### config.mk
export PLATFORM = sky130hd
export DESIGN_NAME = polynomial_horner
export DESIGN_NICKNAME = d
export VERILOG_FILES = /design/src/rtl/polynomial_pkg.sv /design/src/rtl/polynomial_horner_stage.sv /design/src/rtl/polynomial_horner.sv
export SDC_FILE = /design/constraint.sdc
export NUM_CORES = 1
export LEC_CHECK = 0
export ABC_AREA = 1
export CAP_MARGIN = 0
export CORE_AREA = 10 10 217 219
export DETAILED_ROUTE_END_ITERATION = 7
export DIE_AREA = 0 0 227 229
export PLACE_DENSITY = 0.68
export SYNTH_ARGS = -nofsm -noshare
export SYNTH_HDL_FRONTEND = slang
export SYNTH_SLANG_ARGS = --single-unit
### constraint.sdc
create_clock -name clk -period 7.75 [get_ports clk]
set_clock_uncertainty 0.15 [all_clocks]
set_input_delay 1.9375 -clock clk [delete_from_list [all_inputs] [get_ports clk]]
set_output_delay 1.9375 -clock clk [all_outputs]
set_load 0.05 [all_outputs]
### src/rtl/polynomial_pkg.sv
// Shared defaults and coefficient types for the Horner polynomial evaluator.
package polynomial_pkg;

    localparam int DEGREE_DEF  = 2;
    localparam int COEFF_W_DEF = 16;
    localparam int X_W_DEF     = 10;
    localparam int Y_W_DEF     = 46;
    localparam int DEGREE_MAX  = 8;

    typedef logic [COEFF_W_DEF-1:0] coeff_t;
    typedef coeff_t coeff_arr_t [DEGREE_MAX+1];

endpackage

### src/rtl/polynomial_horner_stage.sv
// One Horner step: acc_out = acc_in * x + coef (mod 2^Y_W), registered with its
// own copy of x and a valid bit; everything holds while en is low.
module horner_stage #(
    parameter int COEFF_W = 16,
    parameter int X_W     = 10,
    parameter int Y_W     = 46
) (
    input  logic               clk,
    input  logic               rstn,
    input  logic               en,
    input  logic               prev_valid,
    input  logic [X_W-1:0]     prev_x,
    input  logic [Y_W-1:0]     prev_acc,
    input  logic [COEFF_W-1:0] coef,
    output logic               valid,
    output logic [X_W-1:0]     x,
    output logic [Y_W-1:0]     acc
);

    logic               valid_reg;
    logic [X_W-1:0]     x_reg;
    logic [Y_W-1:0]     acc_reg;
    logic [Y_W-1:0]     acc_next;

    // A Y_W-wide product already discards everything above 2^Y_W.
    assign acc_next = prev_acc * {{(Y_W-X_W){1'b0}}, prev_x}
                    + {{(Y_W-COEFF_W){1'b0}}, coef};

    always_ff @(posedge clk or negedge rstn) begin
        if (!rstn) begin
            valid_reg <= 1'b0;
            x_reg     <= '0;
            acc_reg   <= '0;
        end else if (en) begin
            valid_reg <= prev_valid;
            x_reg     <= prev_x;
            acc_reg   <= acc_next;
        end
    end

    assign valid = valid_reg;
    assign x     = x_reg;
    assign acc   = acc_reg;

endmodule

### src/rtl/polynomial_horner.sv
// Pipelined unsigned polynomial evaluator: one Horner stage per degree, with
// valid/ready handshakes on the coefficient, operand and result ports.
module polynomial_horner
    import polynomial_pkg::*;
#(
    parameter int DEGREE  = DEGREE_DEF,
    parameter int COEFF_W = COEFF_W_DEF,
    parameter int X_W     = X_W_DEF,
    parameter int Y_W     = Y_W_DEF
) (
    input  logic                          clk,
    input  logic                          rstn,
    input  logic                          coef_valid,
    output logic                          coef_ready,
    input  logic [(DEGREE+1)*COEFF_W-1:0] coef_data,
    input  logic                          x_valid,
    output logic                          x_ready,
    input  logic [X_W-1:0]                x_data,
    output logic                          y_valid,
    input  logic                          y_ready,
    output logic [Y_W-1:0]                y_data,
    output logic                          busy
);

    logic [COEFF_W-1:0] coef_reg  [DEGREE+1];
    logic [DEGREE-1:0]  stage_valid;
    logic [X_W-1:0]     stage_x   [DEGREE];
    logic [Y_W-1:0]     stage_acc [DEGREE];
    logic               stall;
    logic               coef_take;
    logic               x_take;

    assign stall      = y_valid & ~y_ready;
    assign busy       = |stage_valid;
    // Coefficients only change with the pipeline empty, so no operand sees a mix.
    assign coef_ready = ~busy;
    assign coef_take  = coef_valid & coef_ready & rstn;
    assign x_ready    = ~stall & ~coef_take;
    assign x_take     = x_valid & x_ready;

    assign y_valid = stage_valid[DEGREE-1];
    assign y_data  = stage_acc[DEGREE-1];

    always_ff @(posedge clk or negedge rstn) begin
        if (!rstn) begin
            for (int i = 0; i <= DEGREE; i++) coef_reg[i] <= '0;
        end else if (coef_take) begin
            for (int i = 0; i <= DEGREE; i++) coef_reg[i] <= coef_data[i*COEFF_W +: COEFF_W];
        end
    end

    genvar gi;
    generate
        for (gi = 0; gi < DEGREE; gi++) begin : g_stage
            if (gi == 0) begin : g_first
                // The leading coefficient seeds the accumulator of the first step.
                horner_stage #(
                    .COEFF_W (COEFF_W),
                    .X_W     (X_W),
                    .Y_W     (Y_W)
                ) u_stage (
                    .clk        (clk),
                    .rstn       (rstn),
                    .en         (~stall),
                    .prev_valid (x_take),
                    .prev_x     (x_data),
                    .prev_acc   ({{(Y_W-COEFF_W){1'b0}}, coef_reg[DEGREE]}),
                    .coef       (coef_reg[DEGREE-1]),
                    .valid      (stage_valid[0]),
                    .x          (stage_x[0]),
                    .acc        (stage_acc[0])
                );
            end else begin : g_next
                horner_stage #(
                    .COEFF_W (COEFF_W),
                    .X_W     (X_W),
                    .Y_W     (Y_W)
                ) u_stage (
                    .clk        (clk),
                    .rstn       (rstn),
                    .en         (~stall),
                    .prev_valid (stage_valid[gi-1]),
                    .prev_x     (stage_x[gi-1]),
                    .prev_acc   (stage_acc[gi-1]),
                    .coef       (coef_reg[DEGREE-1-gi]),
                    .valid      (stage_valid[gi]),
                    .x          (stage_x[gi]),
                    .acc        (stage_acc[gi])
                );
            end
        end
    endgenerate

endmodule

==> qor.csv <==
metric;value;unit
via_per_inst;5.11;
layout_commonest_cell;nand2_1;
critPathSlowestCell;fa_1;
synth_area;21100;µm²
regArea;3150;µm²
synthCells;2755;
critPathLaunchType;primary input;
finalHoldViolCount;0;
cts_buffers;17;
hold_path_class;reg -> reg;
grt_util_all_layers;0.241;
outcome;finished clean;
cts_sinks;126;
nFillCells;4002;
ys_types;45;
final_cell_mix;821 x nand2_1, 658 x inv_1, 325 x fa_1;
worstPathArrival;7.66;ns
clock_latency;0.49;ns
layout_min_cycle_time;7.38;ns
dpl.hpwl;48800;µm
critPathMaxFanout;9;
drt_iter0_markers;1231;
async_flop_share;1.00;
ys_warn_count;0;
routed_wirelength;58900;µm
synth_edf_count;0;
largest_register_ff_count;48;
path_clk_slew;0.06;ns
tightest_slew;1.10;ns
synthFlopType;dfrtp_1;
ios;113;
final_nets;3436;
clock_path_buffers;2;
fin_crit_sh;0.953;
start_util;0.494;
slew_headroom;0.269;
setup_viol;0;
maxSlewViolCount;0;
required;8.03;ns
critPathTopFamily;adder cells;
detail-route-antenna-nets;0;
fp.coreArea;42700;µm²
grt_pass1_vias;18751;
fin_util;0.560;
dieArea;52000;µm²
drc_errors;0;
seq_area_frac_synth;0.150;
criticalPathCategory;in -> reg;
cts_root_buffer;clkbuf_16;
wire_per_inst;17.1;µm
grt_max_degree;67;
drive_gt1_frac;0.0955;
cts_tree;built;
syn_to_final_growth;13.3;%
drtPass1Iterations;6;
rows;76;
antenna_found_initial;0;
grt_pass1_wl;98100;µm
vias;17558;
critPathMaxStageDelay;0.54;ns
setup.worst_path.end_class;register;
die_x;227;µm
multi_input_area;15000;µm²
gp_congestion;0.938;
max_cap_violations;0;
ys_ff_latch;126;
gr-total-overflow;0;
max_freq;135;MHz
die_y;229;µm
io_buffer_count;105;
grt_setup_unrepaired;false;
syn_avg_cell_area;7.65;µm²
path_buf_inv;8;
htree_levels;4;
==> routing by layer <==
metal,vias to the layer above,track usage,part of all wire
met3,89,0.0378,0.056
met1,8641,0.328,0.45
met5,-,0,0
li1,8326,-,-
met4,0,0.0914,0.031
met2,502,0.379,0.46
==> metrics by stage <==
| stage | cells | hold WS (ns) | setup WS [ns] | instance area [µm²] | setup TNS, ns |
|---|---|---|---|---|---|
| after floorplan | 2761 | 0.296 | 0.0159 | 21100 | 0 |
| after global placement | 3402 | 0.310 | -0.406 | 23200 | -4.51 |
| after detailed placement | 3402 | 0.316 | -0.504 | 23200 | -5.81 |
| after CTS | 3434 | 0.332 | 0.0136 | 23800 | 0 |
| after global routing | 3437 | 0.346 | 0.0239 | 23900 | 0 |
| final | 3438 | 0.332 | 0.366 | 23900 | 0 |
==> cell families (layout without fill, tap and decap cells) <==
| group | count (synthesis) | in the layout | share of synthesized area |
|---|---|---|---|
| adders and majority gates | 495 | 495 | 0.410 |
| DFF | 126 | 126 | 0.150 |
| AOI/OAI and AO/OA | 200 | 200 | 0.0520 |
| xor gates and xnor gates | 36 | 36 | 0.0150 |
| and+or+nand+nor | 1062 | 1062 | 0.207 |
| muxes | 47 | 47 | 0.0251 |
| buffers and inverters | 788 | 918 | 0.142 |
| other | 1 | 8 | 0.000178 |
==> worst min-delay path, stage by stage (launching register included) <==
cell and delay [ns]:
dfrtp_1 0.34, nand2_1 0.05, nand2_1 0.06
==> synthesized netlist by cell type (2+ instances only) <==
cell | count | area (µm²)
buf_2 | 2 | 10.0
and2_1 | 3 | 18.8
nand2_2 | 24 | 150
xnor2_1 | 16 | 140
a31oi_1 | 12 | 75.1
xor2_1 | 20 | 175
nand2_1 | 822 | 3090
fa_1 | 326 | 6530
o21a_1 | 2 | 15.0
a21oi_2 | 3 | 26.3
o21ai_1 | 8 | 40.0
a21o_1 | 4 | 30.0
o221ai_1 | 3 | 26.3
nor2_2 | 7 | 43.8
o211ai_1 | 2 | 15.0
buf_1 | 19 | 71.3
mux2_2 | 47 | 529
clkbuf_1 | 93 | 349
nor2_1 | 82 | 308
buf_4 | 7 | 52.6
dfrtp_1 | 126 | 3150
a21oi_1 | 91 | 455
ha_1 | 169 | 2110
nand3_1 | 63 | 315
o21ai_0 | 64 | 320
o21bai_1 | 8 | 60.1
nor3_1 | 9 | 45.0
inv_2 | 8 | 30.0
nand3_2 | 7 | 70.1
nor2_4 | 3 | 33.8
or2_1 | 2 | 12.5
nand3b_1 | 7 | 52.6
inv_1 | 658 | 2470
nand4_1 | 15 | 93.8
or2_2 | 13 | 81.3
==> area by class of cell <==
class / instances / area share
Clock buffer: 21 / 0.0189
Antenna cell: 1 / 0.000105
Multi-Input combinational cell: 1847 / 0.629
Clock inverter: 11 / 0.00555
Timing Repair Buffer: 219 / 0.0810
Inverter: 667 / 0.105
Tap cell: 546 / 0.0286
Sequential cell: 126 / 0.132
==> path summary, 6_finish.rpt <==
check	slack (ns)	to	startpoint	cells past startpoint
setup reg to reg	1.31	g_stage[0].g_first.u_stage.acc[21]	coef_reg[5]	32
hold reg to reg	0.33	g_stage[1].g_next.u_stage.acc[36]	g_stage[1].g_next.u_stage.acc[36]	2
setup / recovery	0.37	g_stage[0].g_first.u_stage.acc[21]	x_data[5]	30
min in group asynchronous	1.28	coef_reg[13]	rstn	1
max in group asynchronous	4.85	coef_reg[45]	rstn	2
hold / removal	0.33	g_stage[1].g_next.u_stage.acc[36]	g_stage[1].g_next.u_stage.acc[36]	2
==> timing repair <==
| action | 4_1_cts | 5_1_grt |
|---|---|---|
| setup endpoints to repair | 0 | 16 |
| setup buffers | 0 | 3 |
| resized for setup | 0 | 23 |
| hold buffers | 0 | 0 |
Power is left out: the tool's default activity adds up to more than one toggle a clock period on the data nets, which glitch-free logic cannot reach.
